## src/rtl/cp0_pkg.sv

```systemverilog
// CP0 shared definitions: register numbers, Status/Cause field positions,
// packed field structs and helpers that expand them to architectural words.
package cp0_pkg;

  localparam logic [4:0] CP0_BADVADDR = 5'd8;
  localparam logic [4:0] CP0_COUNT    = 5'd9;
  localparam logic [4:0] CP0_COMPARE  = 5'd11;
  localparam logic [4:0] CP0_STATUS   = 5'd12;
  localparam logic [4:0] CP0_CAUSE    = 5'd13;
  localparam logic [4:0] CP0_EPC      = 5'd14;
  localparam logic [4:0] CP0_PRID     = 5'd15;
  localparam logic [4:0] CP0_EBASE    = 5'd15;
  localparam logic [2:0] SEL_PRID     = 3'd0;
  localparam logic [2:0] SEL_EBASE    = 3'd1;

  localparam int SR_BEV    = 22;
  localparam int SR_IM     = 8;
  localparam int SR_EXL    = 1;
  localparam int SR_IE     = 0;
  localparam int CAUSE_BD  = 31;
  localparam int CAUSE_TI  = 30;
  localparam int CAUSE_IV  = 23;
  localparam int CAUSE_IP  = 8;
  localparam int CAUSE_EXC = 2;

  typedef struct packed {
    logic       bev;
    logic [7:0] im;
    logic       exl;
    logic       ie;
  } status_t;

  typedef struct packed {
    logic       bd;
    logic       iv;
    logic [7:0] ip;
    logic [4:0] exc_code;
  } cause_t;

  function automatic logic [31:0] status_word(status_t s);
    logic [31:0] w;
    w             = '0;
    w[SR_BEV]     = s.bev;
    w[SR_IM +: 8] = s.im;
    w[SR_EXL]     = s.exl;
    w[SR_IE]      = s.ie;
    return w;
  endfunction

  // TI lives in the timer, so it is merged in at read time.
  function automatic logic [31:0] cause_word(cause_t c, logic ti);
    logic [31:0] w;
    w                 = '0;
    w[CAUSE_BD]       = c.bd;
    w[CAUSE_TI]       = ti;
    w[CAUSE_IV]       = c.iv;
    w[CAUSE_IP +: 8]  = c.ip;
    w[CAUSE_EXC +: 5] = c.exc_code;
    return w;
  endfunction

endpackage

```

## src/rtl/cp0_regfile_if.sv

```systemverilog
// CP0 access bundle: MTC0/MFC0 from the pipeline, commit strobes from the
// exception unit, and the status the exception unit consumes.
interface cp0_regfile_if;
  logic        mtc0_we;
  logic [4:0]  mtc0_addr;
  logic [2:0]  mtc0_sel;
  logic [31:0] mtc0_wdata;
  logic [4:0]  mfc0_addr;
  logic [2:0]  mfc0_sel;
  logic [31:0] mfc0_rdata;
  logic        exc_we;
  logic [4:0]  exc_code;
  logic [31:0] exc_epc;
  logic        exc_bd;
  logic        exc_badvaddr_we;
  logic [31:0] exc_badvaddr;
  logic        exc_clear_exl;
  logic [5:0]  ext_int;
  logic        status_bev;
  logic        status_exl;
  logic        cause_iv;
  logic [31:0] ebase;
  logic [31:0] epc;
  logic        allow_int;
  logic [7:0]  int_flag;
  logic        timer_int;

  modport master (
    output mtc0_we, mtc0_addr, mtc0_sel, mtc0_wdata, mfc0_addr, mfc0_sel,
           exc_we, exc_code, exc_epc, exc_bd, exc_badvaddr_we, exc_badvaddr,
           exc_clear_exl, ext_int,
    input  mfc0_rdata, status_bev, status_exl, cause_iv, ebase, epc,
           allow_int, int_flag, timer_int
  );

  modport slave (
    input  mtc0_we, mtc0_addr, mtc0_sel, mtc0_wdata, mfc0_addr, mfc0_sel,
           exc_we, exc_code, exc_epc, exc_bd, exc_badvaddr_we, exc_badvaddr,
           exc_clear_exl, ext_int,
    output mfc0_rdata, status_bev, status_exl, cause_iv, ebase, epc,
           allow_int, int_flag, timer_int
  );
endinterface

```

## src/rtl/cp0_timer.sv

```systemverilog
// Count/Compare timer: Count advances every other cycle, TI is sticky until
// Compare is rewritten.
module cp0_timer (
  input  logic        clk,
  input  logic        reset,
  input  logic        count_we,
  input  logic        compare_we,
  input  logic [31:0] wdata,
  output logic [31:0] count,
  output logic [31:0] compare,
  output logic        ti
);
  logic half;

  // Half-rate count; a Count load restarts the phase.
  always_ff @(posedge clk) begin
    if (reset) begin
      half  <= 1'b0;
      count <= '0;
    end else if (count_we) begin
      half  <= 1'b0;
      count <= wdata;
    end else begin
      half  <= ~half;
      if (half) count <= count + 32'd1;
    end
  end

  // Compare holds the match value.
  always_ff @(posedge clk) begin
    if (reset)           compare <= '0;
    else if (compare_we) compare <= wdata;
  end

  // Sticky match flag on pre-increment values; a Compare write clears it first.
  always_ff @(posedge clk) begin
    if (reset)                                     ti <= 1'b0;
    else if (compare_we)                           ti <= 1'b0;
    else if (count == compare && compare != '0)    ti <= 1'b1;
  end
endmodule

```

## src/rtl/cp0_regfile.sv

```systemverilog
// CP0 register file: Status, Cause, EPC, BadVAddr, EBase, PRId and, when
// CP0_TIMER_INT_EN is defined, Count/Compare with the timer interrupt.
// Exception commits beat MTC0 on EXL, EPC, BD and ExcCode.
module cp0_regfile
  import cp0_pkg::*;
#(
  parameter logic [31:0] PRID        = 32'h00004220,
  parameter logic [31:0] EBASE_RESET = 32'h80000000
) (
  input logic         clk,
  input logic         reset,
  cp0_regfile_if.slave bus
);
  status_t     status_q;
  cause_t      cause_q;
  logic [31:0] epc_q;
  logic [31:0] badvaddr_q;
  logic [17:0] ebase_q;
  logic [31:0] ebase_w;
  logic        ti;

  logic wr_status, wr_cause, wr_epc, wr_ebase;
  assign wr_status = bus.mtc0_we && bus.mtc0_sel == 3'd0 && bus.mtc0_addr == CP0_STATUS;
  assign wr_cause  = bus.mtc0_we && bus.mtc0_sel == 3'd0 && bus.mtc0_addr == CP0_CAUSE;
  assign wr_epc    = bus.mtc0_we && bus.mtc0_sel == 3'd0 && bus.mtc0_addr == CP0_EPC;
  assign wr_ebase  = bus.mtc0_we && bus.mtc0_sel == SEL_EBASE && bus.mtc0_addr == CP0_EBASE;

`ifdef CP0_TIMER_INT_EN
  logic        wr_count, wr_compare;
  logic [31:0] count, compare;
  assign wr_count   = bus.mtc0_we && bus.mtc0_sel == 3'd0 && bus.mtc0_addr == CP0_COUNT;
  assign wr_compare = bus.mtc0_we && bus.mtc0_sel == 3'd0 && bus.mtc0_addr == CP0_COMPARE;

  cp0_timer u_timer (
    .clk        (clk),
    .reset      (reset),
    .count_we   (wr_count),
    .compare_we (wr_compare),
    .wdata      (bus.mtc0_wdata),
    .count      (count),
    .compare    (compare),
    .ti         (ti)
  );
`else
  assign ti = 1'b0;
`endif

  // Status: software fields from MTC0, EXL owned by exception/ERET when active.
  always_ff @(posedge clk) begin
    if (reset) begin
      status_q <= '{bev: 1'b1, im: 8'h00, exl: 1'b0, ie: 1'b0};
    end else begin
      if (wr_status) begin
        status_q.bev <= bus.mtc0_wdata[SR_BEV];
        status_q.im  <= bus.mtc0_wdata[SR_IM +: 8];
        status_q.ie  <= bus.mtc0_wdata[SR_IE];
      end
      if (bus.exc_we)             status_q.exl <= 1'b1;
      else if (bus.exc_clear_exl) status_q.exl <= 1'b0;
      else if (wr_status)         status_q.exl <= bus.mtc0_wdata[SR_EXL];
    end
  end

  // Cause: IV/IP[1:0] from software, IP[7:2] resampled each cycle, BD/ExcCode on commit.
  always_ff @(posedge clk) begin
    if (reset) begin
      cause_q <= '0;
    end else begin
      cause_q.ip[7:2] <= {bus.ext_int[5] | ti, bus.ext_int[4:0]};
      if (wr_cause) begin
        cause_q.iv      <= bus.mtc0_wdata[CAUSE_IV];
        cause_q.ip[1:0] <= bus.mtc0_wdata[CAUSE_IP +: 2];
      end
      if (bus.exc_we) begin
        cause_q.exc_code <= bus.exc_code;
        if (!status_q.exl) cause_q.bd <= bus.exc_bd;
      end
    end
  end

  // EPC/BadVAddr/EBase; a nested exception (EXL set) keeps the original EPC.
  always_ff @(posedge clk) begin
    if (reset) begin
      epc_q      <= '0;
      badvaddr_q <= '0;
      ebase_q    <= EBASE_RESET[29:12];
    end else begin
      if (bus.exc_we) begin
        if (!status_q.exl) epc_q <= bus.exc_epc;
      end else if (wr_epc) begin
        epc_q <= bus.mtc0_wdata;
      end
      if (bus.exc_badvaddr_we) badvaddr_q <= bus.exc_badvaddr;
      if (wr_ebase)            ebase_q    <= bus.mtc0_wdata[29:12];
    end
  end

  assign ebase_w = {EBASE_RESET[31:30], ebase_q, 12'h000};

  // MFC0 read mux on current state; unmapped selects read 0.
  always_comb begin
    bus.mfc0_rdata = '0;
    if (bus.mfc0_sel == 3'd0) begin
      case (bus.mfc0_addr)
        CP0_BADVADDR: bus.mfc0_rdata = badvaddr_q;
`ifdef CP0_TIMER_INT_EN
        CP0_COUNT:    bus.mfc0_rdata = count;
        CP0_COMPARE:  bus.mfc0_rdata = compare;
`endif
        CP0_STATUS:   bus.mfc0_rdata = status_word(status_q);
        CP0_CAUSE:    bus.mfc0_rdata = cause_word(cause_q, ti);
        CP0_EPC:      bus.mfc0_rdata = epc_q;
        CP0_PRID:     bus.mfc0_rdata = PRID;
        default:      bus.mfc0_rdata = '0;
      endcase
    end else if (bus.mfc0_sel == SEL_EBASE && bus.mfc0_addr == CP0_EBASE) begin
      bus.mfc0_rdata = ebase_w;
    end
  end

  assign bus.status_bev = status_q.bev;
  assign bus.status_exl = status_q.exl;
  assign bus.cause_iv   = cause_q.iv;
  assign bus.ebase      = ebase_w;
  assign bus.epc        = epc_q;
  assign bus.allow_int  = status_q.ie & ~status_q.exl;
  assign bus.int_flag   = cause_q.ip & status_q.im;
  assign bus.timer_int  = ti;
endmodule

```

## src/flat_wrapper.sv

```systemverilog
// flat-port wrapper written by rule: the top's interface ports become plain ports
module cp0_regfile_flat import cp0_pkg::*;
#(
  parameter logic [31:0] PRID        = 32'h00004220,
  parameter logic [31:0] EBASE_RESET = 32'h80000000
)
  (clk, reset, bus_mtc0_we, bus_mtc0_addr, bus_mtc0_sel, bus_mtc0_wdata, bus_mfc0_addr, bus_mfc0_sel, bus_exc_we, bus_exc_code, bus_exc_epc, bus_exc_bd, bus_exc_badvaddr_we, bus_exc_badvaddr, bus_exc_clear_exl, bus_ext_int, bus_mfc0_rdata, bus_status_bev, bus_status_exl, bus_cause_iv, bus_ebase, bus_epc, bus_allow_int, bus_int_flag, bus_timer_int);
  cp0_regfile_if bus_i ();
  input logic clk;
  input logic reset;
  input wire logic [$bits(bus_i.mtc0_we)-1:0] bus_mtc0_we;
  input wire logic [$bits(bus_i.mtc0_addr)-1:0] bus_mtc0_addr;
  input wire logic [$bits(bus_i.mtc0_sel)-1:0] bus_mtc0_sel;
  input wire logic [$bits(bus_i.mtc0_wdata)-1:0] bus_mtc0_wdata;
  input wire logic [$bits(bus_i.mfc0_addr)-1:0] bus_mfc0_addr;
  input wire logic [$bits(bus_i.mfc0_sel)-1:0] bus_mfc0_sel;
  input wire logic [$bits(bus_i.exc_we)-1:0] bus_exc_we;
  input wire logic [$bits(bus_i.exc_code)-1:0] bus_exc_code;
  input wire logic [$bits(bus_i.exc_epc)-1:0] bus_exc_epc;
  input wire logic [$bits(bus_i.exc_bd)-1:0] bus_exc_bd;
  input wire logic [$bits(bus_i.exc_badvaddr_we)-1:0] bus_exc_badvaddr_we;
  input wire logic [$bits(bus_i.exc_badvaddr)-1:0] bus_exc_badvaddr;
  input wire logic [$bits(bus_i.exc_clear_exl)-1:0] bus_exc_clear_exl;
  input wire logic [$bits(bus_i.ext_int)-1:0] bus_ext_int;
  output wire logic [$bits(bus_i.mfc0_rdata)-1:0] bus_mfc0_rdata;
  output wire logic [$bits(bus_i.status_bev)-1:0] bus_status_bev;
  output wire logic [$bits(bus_i.status_exl)-1:0] bus_status_exl;
  output wire logic [$bits(bus_i.cause_iv)-1:0] bus_cause_iv;
  output wire logic [$bits(bus_i.ebase)-1:0] bus_ebase;
  output wire logic [$bits(bus_i.epc)-1:0] bus_epc;
  output wire logic [$bits(bus_i.allow_int)-1:0] bus_allow_int;
  output wire logic [$bits(bus_i.int_flag)-1:0] bus_int_flag;
  output wire logic [$bits(bus_i.timer_int)-1:0] bus_timer_int;
  assign bus_i.mtc0_we = bus_mtc0_we;
  assign bus_i.mtc0_addr = bus_mtc0_addr;
  assign bus_i.mtc0_sel = bus_mtc0_sel;
  assign bus_i.mtc0_wdata = bus_mtc0_wdata;
  assign bus_i.mfc0_addr = bus_mfc0_addr;
  assign bus_i.mfc0_sel = bus_mfc0_sel;
  assign bus_i.exc_we = bus_exc_we;
  assign bus_i.exc_code = bus_exc_code;
  assign bus_i.exc_epc = bus_exc_epc;
  assign bus_i.exc_bd = bus_exc_bd;
  assign bus_i.exc_badvaddr_we = bus_exc_badvaddr_we;
  assign bus_i.exc_badvaddr = bus_exc_badvaddr;
  assign bus_i.exc_clear_exl = bus_exc_clear_exl;
  assign bus_i.ext_int = bus_ext_int;
  assign bus_mfc0_rdata = bus_i.mfc0_rdata;
  assign bus_status_bev = bus_i.status_bev;
  assign bus_status_exl = bus_i.status_exl;
  assign bus_cause_iv = bus_i.cause_iv;
  assign bus_ebase = bus_i.ebase;
  assign bus_epc = bus_i.epc;
  assign bus_allow_int = bus_i.allow_int;
  assign bus_int_flag = bus_i.int_flag;
  assign bus_timer_int = bus_i.timer_int;
  cp0_regfile #(.PRID(PRID), .EBASE_RESET(EBASE_RESET)) u_core (.clk(clk), .reset(reset), .bus(bus_i));
endmodule
```

## config.mk

```make
export PLATFORM = sky130hd
export DESIGN_NAME = cp0_regfile_flat
export DESIGN_NICKNAME = d
export VERILOG_FILES = /design/src/rtl/cp0_pkg.sv /design/src/rtl/cp0_regfile_if.sv /design/src/rtl/cp0_timer.sv /design/src/rtl/cp0_regfile.sv /design/src/flat_wrapper.sv
export SDC_FILE = /design/constraint.sdc
export NUM_CORES = 1
export LEC_CHECK = 0
export ABC_AREA = 1
export CORE_AREA = 2 2 132 134
export DETAILED_ROUTE_END_ITERATION = 16
export DIE_AREA = 0 0 134 136
export PLACE_DENSITY = 0.69
export SYNTH_ARGS = -nofsm -noshare
export SYNTH_HDL_FRONTEND = slang
export SYNTH_SLANG_ARGS = --single-unit
```

## constraint.sdc

```tcl
create_clock -name clk -period 1.3 [get_ports clk]
set_input_delay 0.26 -clock clk [delete_from_list [all_inputs] [get_ports clk]]
set_output_delay 0.26 -clock clk [all_outputs]
set_load 0.02 [all_outputs]
```

==> run summary <==
The run finished, with violations left. The checks that failed: negative setup slack. The later pin in the worst-skew pair is clocked with a latency of 0.36 ns. Peak clock frequency supported by timing: 0.597 GHz. The longest clock path from root to sink contains 2 buffers. Reg-to-reg critical path endpoint: u_core.bus.epc[18]. The H-tree generated during clock tree synthesis spans 3 levels.

The most used flip-flop cell after synthesis is sky130_fd_sc_hd__dfxtp_1. The completed layout was analyzed and its total power is 8.35 mW. In the final routed layout, each cell accounts on average for 17.3 um.

Clock tree synthesis inserted a total of 9 buffers. Share of flip-flops with an asynchronous set or reset after synthesis: 0. Setup violations remaining at the end of the flow were counted as 49. The standard cell core area was 0.0169 mm2. The tools report the area of all placed cells without fillers as 0.0107 mm2. After detailed routing, the number of remaining DRC violations is 0. The starting density of the core was 0.342.

The logs give 0.00373 mm2 for the area of the multi-input gates and 0.407 ns for the worst hold-check slack. In this run the critical register-to-register path is launched from u_core.bus.status_exl. The number of detailed-routing iterations run before antenna repair was 5; the global-route wire length before repair was 35.3 mm. By area the synthesized netlist is led by sky130_fd_sc_hd__dfxtp_1 37%, sky130_fd_sc_hd__nand2_1 14%, sky130_fd_sc_hd__nor2_1 6.8%, sky130_fd_sc_hd__a21oi_1 6.3%, sky130_fd_sc_hd__o21ai_0 6.1%. The final cycle utilization of the critical path was 1.29; the HPWL after detailed placement was 17.1 mm. The worst-case IR drop observed on VDD is 0.000655 V.

Along the worst path, the maximum fanout reaches 6. After synthesis the cells add up to 0.00577 mm2. The initial antenna violation count is 1.

In this run the most critical hold path is launched from bus_ext_int[0]. The area growth from synthesis to final layout came out at 84.8%. Tracing the worst setup path back leads to its startpoint at bus_mfc0_addr[4]. The slowest stage of the critical path is the sky130_fd_sc_hd__a21oi_4 cell. Startpoint type of the worst setup path: an input pin. The run gives 5.17 nW as the reported leakage power. After detailed routing, the number of vias per cell comes to 4.92. Sink of the worst hold path: u_core.cause_q[7]. The critical path goes through buf_12, nor2_4, nand3_4, a21oi_4, buf_6, nand2_2, nand2_2, buf_6.

The largest total area in the synthesized netlist belongs to sky130_fd_sc_hd__dfxtp_1. The tightest min-delay check is of the in2reg type. For this block, the initial DRC count from the detailed router was 619. The run gives -0.05 ns as the setup slack of the most critical reg-to-reg path. The worst setup path is captured at an output pin. The total routing resource utilization after global routing came out at 0.250. Yosys mapped a number of flops with a built-in enable equal to 0. The post-route minimum period is 1.67 ns. During placement, the flow inserted port buffers numbering 223.

Yosys printed 0 warnings. The number of global-route vias before repair was 6558. The critical path is of the in2out type. For the number of distinct library cells after synthesis, the log shows 36.

The number of cells on the worst hold path is 3, and the setup TNS is -10.87 ns. The number of buffers inserted by hold repair at cts came out at 0. Clock tree synthesis found a total of 108 sinks. The total overflow reported by the global router is 0, and the number of hold violations in the final report is 0. The post-synthesis register bit count was 108; the required time of the critical path was 1.04 ns.

Setup repair after global routing could not meet its margin everywhere. The tool flagged a number of max-cap violations equal to 0. The gate count after technology mapping came out at 878. On the worst path, the slowest cell contributes a delay of 0.26 ns. After detailed routing, the total wire length is 25.0 mm. TritonCTS built the clock tree. The run gives 0.375 as the register area share after synthesis. The routed layout has 7103 vias.

The total number of placement rows was 48; the antenna violation net count after detailed routing was 0. In this run the horizontal extent of the chip is 134 um. Clock-pin slew was measured on the worst setup and hold paths at 0.08 ns. The logs give 0.00769 ns for the post-route clock skew and 0.885 for the final weighted congestion in routability-driven placement.

The fraction of post-synthesis cell area in the top cell type by area was 0.375; the area of the die was 0.0182 mm2. At the worst endpoint, the arrival time is 1.41 ns. The pin count of the biggest net entering global routing came out at 37.

Dividing the synthesized area by the synthesized cell count gives 6.57 um2. The tools report the end-of-flow core utilization as 0.632. The fraction of layout instances using a drive strength above 1 works out to 0.435. The tree is rooted in a sky130_fd_sc_hd__clkbuf_16. The number of cells in the design after placement came out at 1393.

The setup slack of the critical path after layout was -0.374 ns; the worst reg2reg path depth was 6. For this design the ratio of total power to cell area is 783 mW/mm2. 239 I/O pins were placed. The logs give 1428 for the filler cell count in the final layout and 0 for the number of max-slew violations in the final report.

For the combined flip-flop and latch cell area, the log shows 0.00222 mm2. For this run, the post-layout net count is 1343. The filler-free cell count of the finished design was 1444; the floorplan die height was 136 um.

The pre-CTS setup slack is -1.34 ns. In this run the cell area measured after placement is 0.00915 mm2.
[report_power, final]
| group | total, mW | leakage, nW | switching [mW] | internal [mW] |
|---|---|---|---|---|
| logic | 1.93 | 4.11 | 0.995 | 0.932 |
| registers | 3.57 | 0.905 | 0.101 | 3.47 |
| clock network | 2.86 | 0.148 | 1.34 | 1.52 |
| total | 8.35 | 5.17 | 2.43 | 5.92 |
[worst max-delay path by stage]
stage	cells after the start	end
after detailed placement	7	bus_mfc0_rdata[8]
after CTS	11	bus_mfc0_rdata[10]
after floorplan	8	bus_mfc0_rdata[11]
after global placement	9	bus_mfc0_rdata[11]
after global routing	10	bus_mfc0_rdata[10]
final	8	bus_mfc0_rdata[17]
[cell families (layout without fill, tap and decap cells)]
kind of cell	count (synthesis)	after routing	synth area share
flops	108	108	0.375
buf+inv	157	484	0.133
simple gates	447	447	0.346
other cells	2	16	0.00130
compound gates	164	164	0.145
[flip-flops by register name, summed over array words and instances, names as in the netlist]
name,cells
u_core.cause_q,14
u_core.badvaddr_q,32
u_core.bus.status_bev,1
u_core.bus.status_exl,1
u_core.bus.epc,32
u_core.status_q,9
u_core.bus.cause_iv,1
u_core.ebase_q,18
[layer usage]
layer | track usage | part of all wire | up-vias
li1 | - | - | 3464
met3 | 0.0488 | 0.057 | 65
met1 | 0.328 | 0.41 | 3306
met5 | 0 | 0 | -
met4 | 0.0975 | 0.034 | 0
met2 | 0.406 | 0.50 | 268
[cells in the final DEF (no fill, tap or decap), drive strengths merged]
master	netlist	layout
buf	40	247
nand2	233	233
clkdlybuf4s50	0	111
nor2	111	111
dfxtp	108	108
inv	87	91
o21ai	82	82
a21oi	74	74
nand3	73	73
nand4	25	25
clkbuf	29	20
conb	2	15
dlymetal6s2s	0	7
o22ai	5	5
nor3	4	4
clkinv	1	3
dlygate4sd2	0	2
clkdlybuf4s15	0	2
diode	0	1
o21a	1	1
a31oi	1	1
or2	1	1
o211ai	1	1
bufinv	0	1
[final cells by class]
cell class / count / share of cell area
timing repair buffer: 379 / 0.351
multi-input combinational: 626 / 0.350
sequential: 108 / 0.208
inverter: 88 / 0.0351
tap: 225 / 0.0264
clock buffer: 10 / 0.0215
clock inverter: 6 / 0.00657
timing repair inverter: 1 / 0.000821
antenna: 1 / 0.000235
[worst max-delay path, delay by kind of cell]
family,cells,cell delay [ns]
buf+inv,3,0.38
compound gates,1,0.26
simple gates,4,0.51
[synth_stat cells (2+ instances only)]
cell type,number
sky130_fd_sc_hd__a21oi_1,73
sky130_fd_sc_hd__buf_1,3
sky130_fd_sc_hd__buf_2,14
sky130_fd_sc_hd__buf_4,19
sky130_fd_sc_hd__buf_6,2
sky130_fd_sc_hd__clkbuf_1,25
sky130_fd_sc_hd__clkbuf_8,4
sky130_fd_sc_hd__conb_1,2
sky130_fd_sc_hd__dfxtp_1,108
sky130_fd_sc_hd__inv_1,84
sky130_fd_sc_hd__nand2_1,219
sky130_fd_sc_hd__nand2_2,13
sky130_fd_sc_hd__nand3_1,62
sky130_fd_sc_hd__nand3_2,10
sky130_fd_sc_hd__nand4_1,25
sky130_fd_sc_hd__nor2_1,104
sky130_fd_sc_hd__nor2_2,2
sky130_fd_sc_hd__nor2_4,5
sky130_fd_sc_hd__nor3_1,2
sky130_fd_sc_hd__nor3_2,2
sky130_fd_sc_hd__o21ai_0,70
sky130_fd_sc_hd__o21ai_1,12
sky130_fd_sc_hd__o22ai_1,5
[repair_timing]
item,in CTS,in global routing
buffers inserted,13,10
gates cloned,6,7
setup endpoints to repair,121,120
resized for setup,586,203
pin swaps,54,75
(Power assumes the default switching activity.)
